[src/rtl/seven_segment_readback_encoder_if.sv]
// seven_segment_readback_encoder_if: digit input and packed word output of the readback encoder
interface seven_segment_readback_encoder_if #(
  parameter int NUM_DIGITS = 8
);
  logic clear;
  logic seg_valid;
  logic seg_ready;
  logic [6:0] seg_in;
  logic word_valid;
  logic word_ready;
  logic [4*NUM_DIGITS-1:0] word_out;
  logic word_err;
  logic [NUM_DIGITS-1:0] err_mask;
  logic [3:0] digit_cnt;
  modport slave (
    input clear, seg_valid, seg_in, word_ready,
    output seg_ready, word_valid, word_out, word_err, err_mask, digit_cnt
  );
  modport master (
    output clear, seg_valid, seg_in, word_ready,
    input seg_ready, word_valid, word_out, word_err, err_mask, digit_cnt
  );
endinterface

[src/rtl/seven_segment_readback_encoder.sv]
// seven_segment_readback_encoder: maps active-low 7-segment digits back to hex nibbles and packs them into words
module seven_segment_readback_encoder #(
  parameter int NUM_DIGITS = 8,
  parameter bit BLANK_AS_ZERO = 1'b0
) (
  input logic clk,
  input logic rst_n,
  seven_segment_readback_encoder_if.slave bus
);
  localparam int W = 4 * NUM_DIGITS;
  typedef enum logic {COLLECT, HOLD} state_t;
  state_t state;
  logic [W-1:0] word_out;
  logic [NUM_DIGITS-1:0] err_mask;
  logic [3:0] digit_cnt;
  logic [3:0] nib;
  logic bad;
  // pattern-to-nibble lookup; blank and unknown patterns decode to nibble 0
  always_comb begin
    nib = 4'h0;
    bad = 1'b0;
    case (bus.seg_in)
      7'h40: nib = 4'h0;
      7'h79: nib = 4'h1;
      7'h24: nib = 4'h2;
      7'h30: nib = 4'h3;
      7'h19: nib = 4'h4;
      7'h12: nib = 4'h5;
      7'h02: nib = 4'h6;
      7'h78: nib = 4'h7;
      7'h00: nib = 4'h8;
      7'h10: nib = 4'h9;
      7'h08: nib = 4'hA;
      7'h03: nib = 4'hB;
      7'h46: nib = 4'hC;
      7'h21: nib = 4'hD;
      7'h06: nib = 4'hE;
      7'h0E: nib = 4'hF;
      7'h7F: bad = ~BLANK_AS_ZERO;
      default: bad = 1'b1;
    endcase
  end
  // collect digits MS-first until the word is full, then hold it until the consumer takes it; clear aborts like reset
  always_ff @(posedge clk) begin
    if (!rst_n || bus.clear) begin
      state <= COLLECT;
      word_out <= '0;
      err_mask <= '0;
      digit_cnt <= 4'd0;
    end else if (state == COLLECT) begin
      if (bus.seg_valid) begin
        word_out <= W'({word_out, nib});
        err_mask <= NUM_DIGITS'({err_mask, bad});
        digit_cnt <= digit_cnt + 4'd1;
        state <= digit_cnt == 4'(NUM_DIGITS - 1) ? HOLD : COLLECT;
      end
    end else if (bus.word_ready) begin
      state <= COLLECT;
      word_out <= '0;
      err_mask <= '0;
      digit_cnt <= 4'd0;
    end
  end
  assign bus.seg_ready = state == COLLECT;
  assign bus.word_valid = state == HOLD;
  assign bus.word_out = word_out;
  assign bus.err_mask = err_mask;
  assign bus.word_err = |err_mask;
  assign bus.digit_cnt = digit_cnt;
endmodule
[src/flat_wrapper.sv]
// flat-port wrapper written by rule: the top's interface ports become plain ports
module seven_segment_readback_encoder_flat 
#(
  parameter int NUM_DIGITS = 8,
  parameter bit BLANK_AS_ZERO = 1'b0
)
  (clk, rst_n, bus_clear, bus_seg_valid, bus_seg_in, bus_word_ready, bus_seg_ready, bus_word_valid, bus_word_out, bus_word_err, bus_err_mask, bus_digit_cnt);
  seven_segment_readback_encoder_if #(.NUM_DIGITS(NUM_DIGITS)) bus_i ();
  input logic clk;
  input logic rst_n;
  input wire logic [$bits(bus_i.clear)-1:0] bus_clear;
  input wire logic [$bits(bus_i.seg_valid)-1:0] bus_seg_valid;
  input wire logic [$bits(bus_i.seg_in)-1:0] bus_seg_in;
  input wire logic [$bits(bus_i.word_ready)-1:0] bus_word_ready;
  output wire logic [$bits(bus_i.seg_ready)-1:0] bus_seg_ready;
  output wire logic [$bits(bus_i.word_valid)-1:0] bus_word_valid;
  output wire logic [$bits(bus_i.word_out)-1:0] bus_word_out;
  output wire logic [$bits(bus_i.word_err)-1:0] bus_word_err;
  output wire logic [$bits(bus_i.err_mask)-1:0] bus_err_mask;
  output wire logic [$bits(bus_i.digit_cnt)-1:0] bus_digit_cnt;
  assign bus_i.clear = bus_clear;
  assign bus_i.seg_valid = bus_seg_valid;
  assign bus_i.seg_in = bus_seg_in;
  assign bus_i.word_ready = bus_word_ready;
  assign bus_seg_ready = bus_i.seg_ready;
  assign bus_word_valid = bus_i.word_valid;
  assign bus_word_out = bus_i.word_out;
  assign bus_word_err = bus_i.word_err;
  assign bus_err_mask = bus_i.err_mask;
  assign bus_digit_cnt = bus_i.digit_cnt;
  seven_segment_readback_encoder #(.NUM_DIGITS(NUM_DIGITS), .BLANK_AS_ZERO(BLANK_AS_ZERO)) u_core (.clk(clk), .rst_n(rst_n), .bus(bus_i));
endmodule
[config.mk]
export PLATFORM = sky130hd
export DESIGN_NAME = seven_segment_readback_encoder_flat
export DESIGN_NICKNAME = d
export VERILOG_FILES = /design/src/rtl/seven_segment_readback_encoder_if.sv /design/src/rtl/seven_segment_readback_encoder.sv /design/src/flat_wrapper.sv
export SDC_FILE = /design/constraint.sdc
export NUM_CORES = 1
export LEC_CHECK = 0
export ABC_AREA = 1
export BUFFER_PORTS_ARGS = -buffer_cell sky130_fd_sc_hd__buf_2
export CAP_MARGIN = 20
export CELL_PAD_IN_SITES_DETAIL_PLACEMENT = 1
export CELL_PAD_IN_SITES_GLOBAL_PLACEMENT = 1
export CORE_AREA = 2 2 82 84
export DETAILED_ROUTE_END_ITERATION = 12
export DIE_AREA = 0 0 84 86
export GPL_TIMING_DRIVEN = 0
export PLACE_DENSITY_LB_ADDON = 0.3
export SYNTH_ARGS = -nofsm -noshare
export SYNTH_HDL_FRONTEND = slang
export SYNTH_SLANG_ARGS = --single-unit
[constraint.sdc]
create_clock -name clk -period 1.1 [get_ports clk]
set_input_delay 0 -clock clk [delete_from_list [all_inputs] [get_ports clk]]
set_output_delay 0 -clock clk [all_outputs]
set_load 0.02 [all_outputs]
==> results of run 1 <==
==> area by class of cell <==
class | count | share of cell area, %
Buffer | 12 | 4.69
Clock buffer | 5 | 2.39
Clock inverter | 3 | 0.738
Inverter | 17 | 2.91
Multi-Input combinational cell | 198 | 39.5
Sequential cell | 45 | 31.6
Tap cell | 77 | 3.34
Timing Repair Buffer | 66 | 14.5
Timing Repair inverter | 1 | 0.304
==> worst max path at each step <==
stage / start / to / slack, ns / depth (start not counted)
floorplan: u_core.bus.word_valid$_SDFF_PP0_ / u_core.bus.err_mask[0]$_SDFFE_PP0P_ / 0.009 / 7
global placement: u_core.bus.word_valid$_SDFF_PP0_ / u_core.bus.word_out[26]$_SDFFE_PP0P_ / -0.09 / 6
finish: u_core.bus.err_mask[2]$_SDFFE_PP0P_ / bus_word_err / -0.02 / 3
detailed placement: u_core.bus.word_valid$_SDFF_PP0_ / u_core.bus.word_out[26]$_SDFFE_PP0P_ / -0.12 / 6
CTS: u_core.bus.err_mask[7]$_SDFFE_PP0P_ / bus_word_err / -0.03 / 3
global route: u_core.bus.err_mask[5]$_SDFFE_PP0P_ / bus_word_err / -0.09 / 3
==> cells in the final DEF, fill, tap and decap left out, drive strengths merged, types with 2 or more instances in the layout <==
cell type	netlist	final
inv	17	18
nor4	2	2
nor3	3	3
o21ai	5	5
dfxtp	45	45
clkinv	0	2
buf	5	70
clkbuf	7	12
nand2	107	107
nor2	21	21
nand4	3	3
a21oi	44	44
nand3	9	9
==> power breakdown <==
group	internal, W	switching (W)	total, W
logic	0.000145	0.000216	0.000360
clock network	0.000451	0.000583	0.00103
registers	0.00163	0.00000979	0.00164
total	0.00222	0.000808	0.00303
==> flip-flops by register name (all words and copies together) (netlist names) <==
name / count
u_core.bus.digit_cnt: 4
u_core.bus.err_mask: 8
u_core.bus.word_out: 32
u_core.bus.word_valid: 1
==> metrics by stage <==
step / cell area (um2) / TNS (ns) / worst slack, ns
after floorplan: 1910 / 0 / 0.00853
after global placement: 2300 / -2.06 / -0.0865
after detailed placement: 2300 / -3.51 / -0.124
after CTS: 2490 / -0.0276 / -0.0276
after global routing: 2880 / -1.14 / -0.0946
final: 2880 / -0.0533 / -0.0244
==> what timing repair did <==
item                                    in CTS  in global routing
setup buffers                                2                  1
endpoints found under the setup margin      42                 38
cloned                                       1                  4
gates resized for setup                     23                 84
pin swaps                                    3                  4
hold buffers                                 1                  0
hold endpoints to repair                     1                  0
==> tightest hold or removal path: stages <==
cell and delay, ns:
sky130_fd_sc_hd__buf_2 0.07, sky130_fd_sc_hd__nor2_1 0.05, sky130_fd_sc_hd__nand2_1 0.10, sky130_fd_sc_hd__a21oi_1 0.05
==> routing by layer <==
metal / vias up / GRT usage (%) / wire [um]
li1: 1021 / - / -
met1: 953 / 19.6 / 2620
met2: 37 / 26.2 / 2850
met3: 2 / 3.27 / 184
met4: 0 / 3.52 / 38
met5: - / 0 / 0
==> cells by family after synthesis <==
group | after synthesis
and+or+nand+nor | 146
xor gates and xnor gates | 1
AOI/OAI and AO/OA | 50
DFF | 45
buffers and inverters | 29
adders and majority gates | 1
==> reports/results.txt, run 1 <==
Type of the tightest min-delay check: primary input to flop. The floorplan step defined a die boundary enclosing 0.00722 mm2. Dividing the final minimum period by the clock period gives 102%. The portion of synthesized area spent on multiplexers is 0%.

For the worst flop-to-flop path, the logic depth is 7. After synthesis the cells add up to 0.00189 mm2. The final worst clock skew is 0.0112 ns. For the total number of vias, the log shows 2013. TritonCTS built the clock tree. The post-route netlist has 43.5% of its cells at a drive strength greater than 1. For the arrival time reported for the critical path endpoint, the log shows 1.12 ns.

For the final setup violation count, the log shows 6. The category of the most critical setup path is flop to output pin. The total overflow left after global routing is 0. For this design the ratio of total power to cell area is 1050 mW/mm2. The maximum vdd drop is 0.651 mV, and the relative slew slack is 51.0%. The HPWL after detailed placement is 3.88 mm. STA classifies the critical path startpoint as a flop.

The actual transition at the worst max-transition pin is 0.735 ns. Of the post-synthesis cell area, the dominant cell type holds 47.6%. The tools report the number of antenna violations at the first check in global routing as 0.

Counting the fill cells in the layout gives 777. The clock edge transition at the registers on the reported setup and hold paths came out at 0.08 ns. At the end of routability-driven placement, the weighted congestion stood at 0.859. Number of antenna diodes: 0. For this run, the number of standard cells in the final layout without fillers is 424. Registers take 912 um2. The post-synthesis share of cell area spent on full adders, half adders and majority gates was 0.661%. The number of register bits inferred by synthesis was 45; the count of routing violations after the opening detailed-route iteration was 64. Yosys mapped the design onto 22 distinct sky130hd cell types. The signal on the critical path passes through nor4_4 > nand2_1 > buf_6.

The count of buffering cells on the critical path with inverters included is 1, and the placeable core region is 0.00628 mm2. During I/O placement, the number of pins put on the boundary was 59. The average wire per standard cell was 13.4 um.

CTS saw 45 sinks. The pin count of the biggest net entering global routing was 16; the post-synthesis sequential area ratio was 47.6%. Setup repair after global routing could not meet its margin everywhere.

The tools report the wire length of the first global-routing pass as 9.14 mm. The number of H-tree levels was 2. STA classifies the critical path endpoint as an output pin.

The cell type of the slowest stage on the worst timing path is sky130_fd_sc_hd__dfxtp_4. Summed over all cells, the static leakage comes to 1.30 nW. The tools report the cell count after synthesis as 272.

Along the worst path, the maximum fanout reaches 4. STA puts the critical path data required time at 1.10 ns. Ranked by total cell area, the synthesized netlist is headed by sky130_fd_sc_hd__dfxtp_1, sky130_fd_sc_hd__nand2_1, sky130_fd_sc_hd__a21oi_1.

The endpoint of the worst-slack reg-to-reg timing path was u_core.bus.word_out[18]$_SDFFE_PP0P_. Yosys instantiated no cell more often than sky130_fd_sc_hd__nand2_1. The final layout contains 359 nets. Hold is met by 0.0375 ns. Dividing the detail-routed via count by the number of cells gives 4.75.

Synthesis produced a netlist with a net count of 285. The horizontal die dimension was 84 um. The hold violation count in the final report is 0, and the setup slack after layout is -0.0244 ns. The global-route usage over all layers was 15.2%. The logs give 407 for the number of cells after detailed placement and 5.69 mm for the total wire length after detailed routing. The run gives 2 as the buffer levels on the longest clock path. A synthesized cell averages 6.96 um2. At the later pin of the worst-skew pair, clock insertion delay measures 0.29 ns. Summed over all instances, the cell type with the most area after synthesis is sky130_fd_sc_hd__dfxtp_1. Final count of pins violating max slew: 0. By count the netlist is led by sky130_fd_sc_hd__nand2_1, sky130_fd_sc_hd__dfxtp_1, sky130_fd_sc_hd__a21oi_1, sky130_fd_sc_hd__nor2_1, sky130_fd_sc_hd__inv_1. In this run the most critical hold path is launched from bus_clear. The floorplan has 29 rows. The checks that failed: setup timing. In this run the vertical extent of the chip is 86 um. The largest family of logic cells by synthesized area is simple AND/OR/NAND/NOR gates. Counting I/O delays and the setup requirement, the final critical path takes 1.12 ns.

The post-synthesis async set-or-reset flop share is 0%, and the highest cell delay on the worst timing path is 0.37 ns. The Yosys step of the flow raised 0 warnings. The tools report the startpoint of the most critical register-to-register path as u_core.bus.word_valid$_SDFF_PP0_. The tools report the number of buffers created by CTS as 5. For hold timing, the worst endpoint is u_core.bus.word_valid$_SDFF_PP0_. The logs give 45.9% for the share of the core filled with cells in the final layout and 2005 for the via count of the first global-routing pass. The worst hold path cell count works out to 4. Compared with the post-synthesis result, the final layout area differs by 52.3%. The most used flip-flop cell after synthesis is sky130_fd_sc_hd__dfxtp_1. For the number of nets still failing antenna checks after routing, the log shows 0. The synthesized netlist devotes 13.7% of its cell area to compound gates. The cell family contributing the most delay on the critical path is flip-flops. The number of maximum-capacitance violations was 0; the simple logic cell fraction of the synthesized area was 31.3%. Counting flops with a built-in enable in the synthesized netlist gives 0. The area share of xor/xnor cells in the synthesized design is 0.463%, and the DRC violation count after routing is 0. The tools report the total iterations of the first detailed-routing run as 4. The tools report the initial cell density of the core as 30.2%.

Clock tree root driver cell: sky130_fd_sc_hd__clkbuf_8. The multi-input combinational cells in the finished layout cover a total of 0.00114 mm2. The post-layout total power is 0.00303 W, and the setup slack of the most critical reg-to-reg path is -0.01 ns. The flow ran to the end, but the final reports show violations. The timing-limited maximum frequency was 889 MHz; the count of input and output buffers was 58.
Note: power is estimated with default switching activity, not from simulation.
==> inputs of run 2 (changes only) <==
--- a/config.mk
+++ b/config.mk
@@ -15,6 +15,7 @@
 export DIE_AREA = 0 0 84 86
 export GPL_TIMING_DRIVEN = 0
 export PLACE_DENSITY_LB_ADDON = 0.3
+export RECOVER_POWER = 100
 export SYNTH_ARGS = -nofsm -noshare
 export SYNTH_HDL_FRONTEND = slang
 export SYNTH_SLANG_ARGS = --single-unit
==> run 2 against run 1 <==
The flow still finishes with violations (setup timing). Largest cell class unchanged. Clock-buffer cell count stayed put. Critical path depth stayed put. Fmax hardly changed. Final cell count stayed put. Clock power hardly changed. Clock skew is 0.00067 ns higher. Die area stayed put. Critical path type unchanged. Flip-flop and latch count stayed put. Combinational power hardly changed. Core utilization is 0.74 points lower. Total power hardly changed.
==> reports/results.txt, run 2 (synthesis results as in run 1) <==
The flow ran to the end, but the final reports show violations. The final reports fail on setup timing. For the placed standard-cell area, the log shows 0.00230 mm2 (unchanged).

TritonCTS built the clock tree. The type of element launching the critical path is a flop. The shortest period the worst path allows was 1.12 ns (-0.000777 ns). The final setup violation count is 5 (-1), and the count of routing violations after the opening detailed-route iteration is 60 (-6.3%).

The clock sink count was 45 (unchanged); the arrival time reported for the critical path endpoint was 1.12 ns (about the same). The number of antenna diodes was 0 (unchanged). The number of antenna violations at the first check in global routing is 0 (unchanged), and the total negative slack for setup checks is -0.0563 ns (-0.00303 ns). For the buffer levels on the longest clock path, the log shows 2 (unchanged). Full die area: 0.00722 mm2 (unchanged). The count of input and output buffers was 58 (unchanged). Number of flip-flops in the largest register: 32 (unchanged). The via count of the first global-routing pass was 2005 (unchanged). For the timing-limited maximum frequency, the log shows 890 MHz (about the same). The logs give 0.00284 mm2 (-1.6%) for the post-route cell area and 0.0119 ns (+0.000667 ns) for the final worst clock skew. The number of maximum-capacitance violations was 0 (unchanged); the clock latency of the later-clocked register in the worst-skew pair was 0.29 ns (about the same). The type of the tightest min-delay check was primary input to flop. Counting flops per register, the top entry is u_core.bus.word_out.

The worst hold path begins at bus_clear. The standard-cell row count came out at 29 (unchanged). The sequential cell fraction of total power came out at 54.0% (about the same). The worst register-to-register path begins at u_core.bus.word_valid$_SDFF_PP0_.

The tools report the number of nets still failing antenna checks after routing as 0 (unchanged). For the residual overflow from global routing, the log shows 0 (unchanged). Nature of the critical path endpoint: an output pin.

The net switching share of the total power was 26.7% (+0.067 points). The biggest fanout along the worst timing path came out at 4 (unchanged). Setup repair after global routing could not meet its margin everywhere. The fraction of layout cells with a size suffix above 1 came out at 32.9% (-11 points). The global-route usage over all layers came out at 15.2% (unchanged).

The final-stage net count came out at 359 (unchanged). The tools report the launch point of the worst path as u_core.bus.err_mask[2]$_SDFFE_PP0P_. The logs give 2006 (-0.35%) for the total number of vias and 0 (unchanged) for the final count of pins violating max slew.

The signal on the critical path passes through nor4_4 > nand2_1 > buf_6. The logs give 1.10 ns (about the same) for the required arrival time at the worst endpoint and 0 (unchanged) for the hold violation count in the final report. The leakage dissipation was 1.14 nW (-12%); the highest cell delay on the worst timing path was 0.37 ns (about the same). The library cell used most frequently in the layout, excluding fill and tap cells, is sky130_fd_sc_hd__nand2_1. The run gives 2 (unchanged) as the number of H-tree levels.

The share of the core filled with cells in the final layout is 45.2% (-0.74 points). The clock tree root driver cell was sky130_fd_sc_hd__clkbuf_8. The average wire per standard cell works out to 13.5 um (+0.49%). The pin count of the biggest net entering global routing was 16 (unchanged). The internal power component was 0.00222 W (about the same). The total iterations of the first detailed-routing run is 4 (unchanged), and the clock edge transition at the registers on the reported setup and hold paths is 0.08 ns (about the same). Switching power summed over all nets: 0.000811 W (+0.32%). The run gives 34.2% (about the same) as the part of the power in the clock network.

The number of buffers created by CTS is 5 (unchanged), and the total power density per cell area is 1070 mW/mm2 (+1.7%). For the setup slack after layout, the log shows -0.0236 ns (+0.000778 ns). The logs give 0.859 (unchanged) for the final RePlAce weighted congestion and 0 (unchanged) for the DRC violation count after routing. The post-detailed-route via-to-cell ratio was 4.73 (-0.35%); the actual transition at the worst max-transition pin was 0.748 ns (+0.0129 ns). The largest registers in the layout are u_core.bus.word_out: 32 flops, u_core.bus.err_mask: 8 flops, u_core.bus.digit_cnt: 4 flops. The portion of the clock cycle consumed by the worst path in the final layout is 102% (about the same).

The run gives 5.72 mm (+0.49%) as the total wire length after detailed routing. The wire length of the first global-routing pass was 9.14 mm (unchanged). The relative slew slack came out at 50.1% (-0.86 points).

The horizontal die dimension is 84 um (unchanged). The tools report the detailed placement HPWL as 3.88 mm (unchanged). The count of pins on the block boundary came out at 59 (unchanged). The cell type of the slowest stage on the worst timing path is sky130_fd_sc_hd__dfxtp_4. The tools report the setup slack of the most critical reg-to-reg path as -0.01 ns (about the same).

The category of the most critical setup path was flop to output pin. For the initial cell density of the core, the log shows 30.2% (unchanged). The overall die height was 86 um (unchanged). Maximum vdd drop: 0.652 mV (+0.10%). The run gives 11.9% (about the same) as the logic gate share of total power.

Leaving out fill and tap cells, the most frequent cells in the layout are sky130_fd_sc_hd__nand2_1, sky130_fd_sc_hd__clkbuf_1, sky130_fd_sc_hd__dfxtp_1. The area overhead of the layout relative to synthesis was 49.9%. The tools report the placeable core region as 0.00628 mm2 (unchanged).
[run 2: changes by cell type in the layout (fill, tap and decap cells not counted), sizes merged]
| cell | delta |
|---|---|
| clkbuf | +37 |
| buf | -37 |
[run 2: through the flow]
| stage | hold WS, ns | worst slack [ns] | power (W) | std cells |
|---|---|---|---|---|
| 2_1_floorplan | 0.156 | 0.00853 | 0.00183 | 272 |
| 3_3_place_gp | 0.294 | -0.0865 | 0.00191 | 407 |
| 3_5_place_dp | 0.301 | -0.124 | 0.00192 | 407 |
| 4_1_cts | 0.00963 | -0.0276 | 0.00298 | 419 |
| 5_1_grt | 0.0757 | -0.0946 | 0.00318 | 424 |
| 6_report | 0.0376 | -0.0236 | 0.00304 | 424 |
[run 2: cell type report]
cell class              instances  area (um2)
repair buffers                 66         373
fillers                       801        3440
clock buffers                   5        68.8
inverters                      17        83.8
clock inverters                 3        21.3
flip-flops and latches         45         912
plain buffers                  12         135
repair inverters                1        8.76
multi-input cells             198        1140
well taps                      77        96.3
[run 2: critical path: cells and delay by family, from the launching register on]
family	cells	cell delay, ns
buf+inv	1	0.14
simple gates	2	0.34
flops	1	0.37
[run 2: power by group through the flow]
stage	Combinational (W)	Clock (W)	Sequential (W)
4_1_cts	0.000270	0.00107	0.00164
6_report	0.000360	0.00104	0.00164
3_3_place_gp	0.000236	0	0.00168
5_1_grt	0.000397	0.00114	0.00164
2_1_floorplan	0.000142	0	0.00168
3_5_place_dp	0.000239	0	0.00168
[run 2: path summary, 6_finish.rpt]
path | to | depth (start not counted)
worst min-delay path | u_core.bus.word_valid$_SDFF_PP0_ | 4
worst max register to register | u_core.bus.word_out[18]$_SDFFE_PP0P_ | 7
worst max-delay path | bus_word_err | 3
worst min register to register | u_core.bus.word_out[31]$_SDFFE_PP0P_ | 2
[run 2: timing repair]
item / CTS / global route
buffers inserted: 2 / 1
cloned: 1 / 4
endpoints found under the setup margin: 42 / 38
hold buffers: 1 / 0
pin swaps: 3 / 4
gates resized for setup: 23 / 84
endpoints found under the hold margin: 1 / 0
[run 2: layer usage]
layer	routed length (um)	up-vias	global-route usage [%]
li1	-	1020	-
met4	38	0	3.52
met1	2650	949	19.6
met2	2840	35	26.2
met5	0	-	0
met3	190	2	3.27
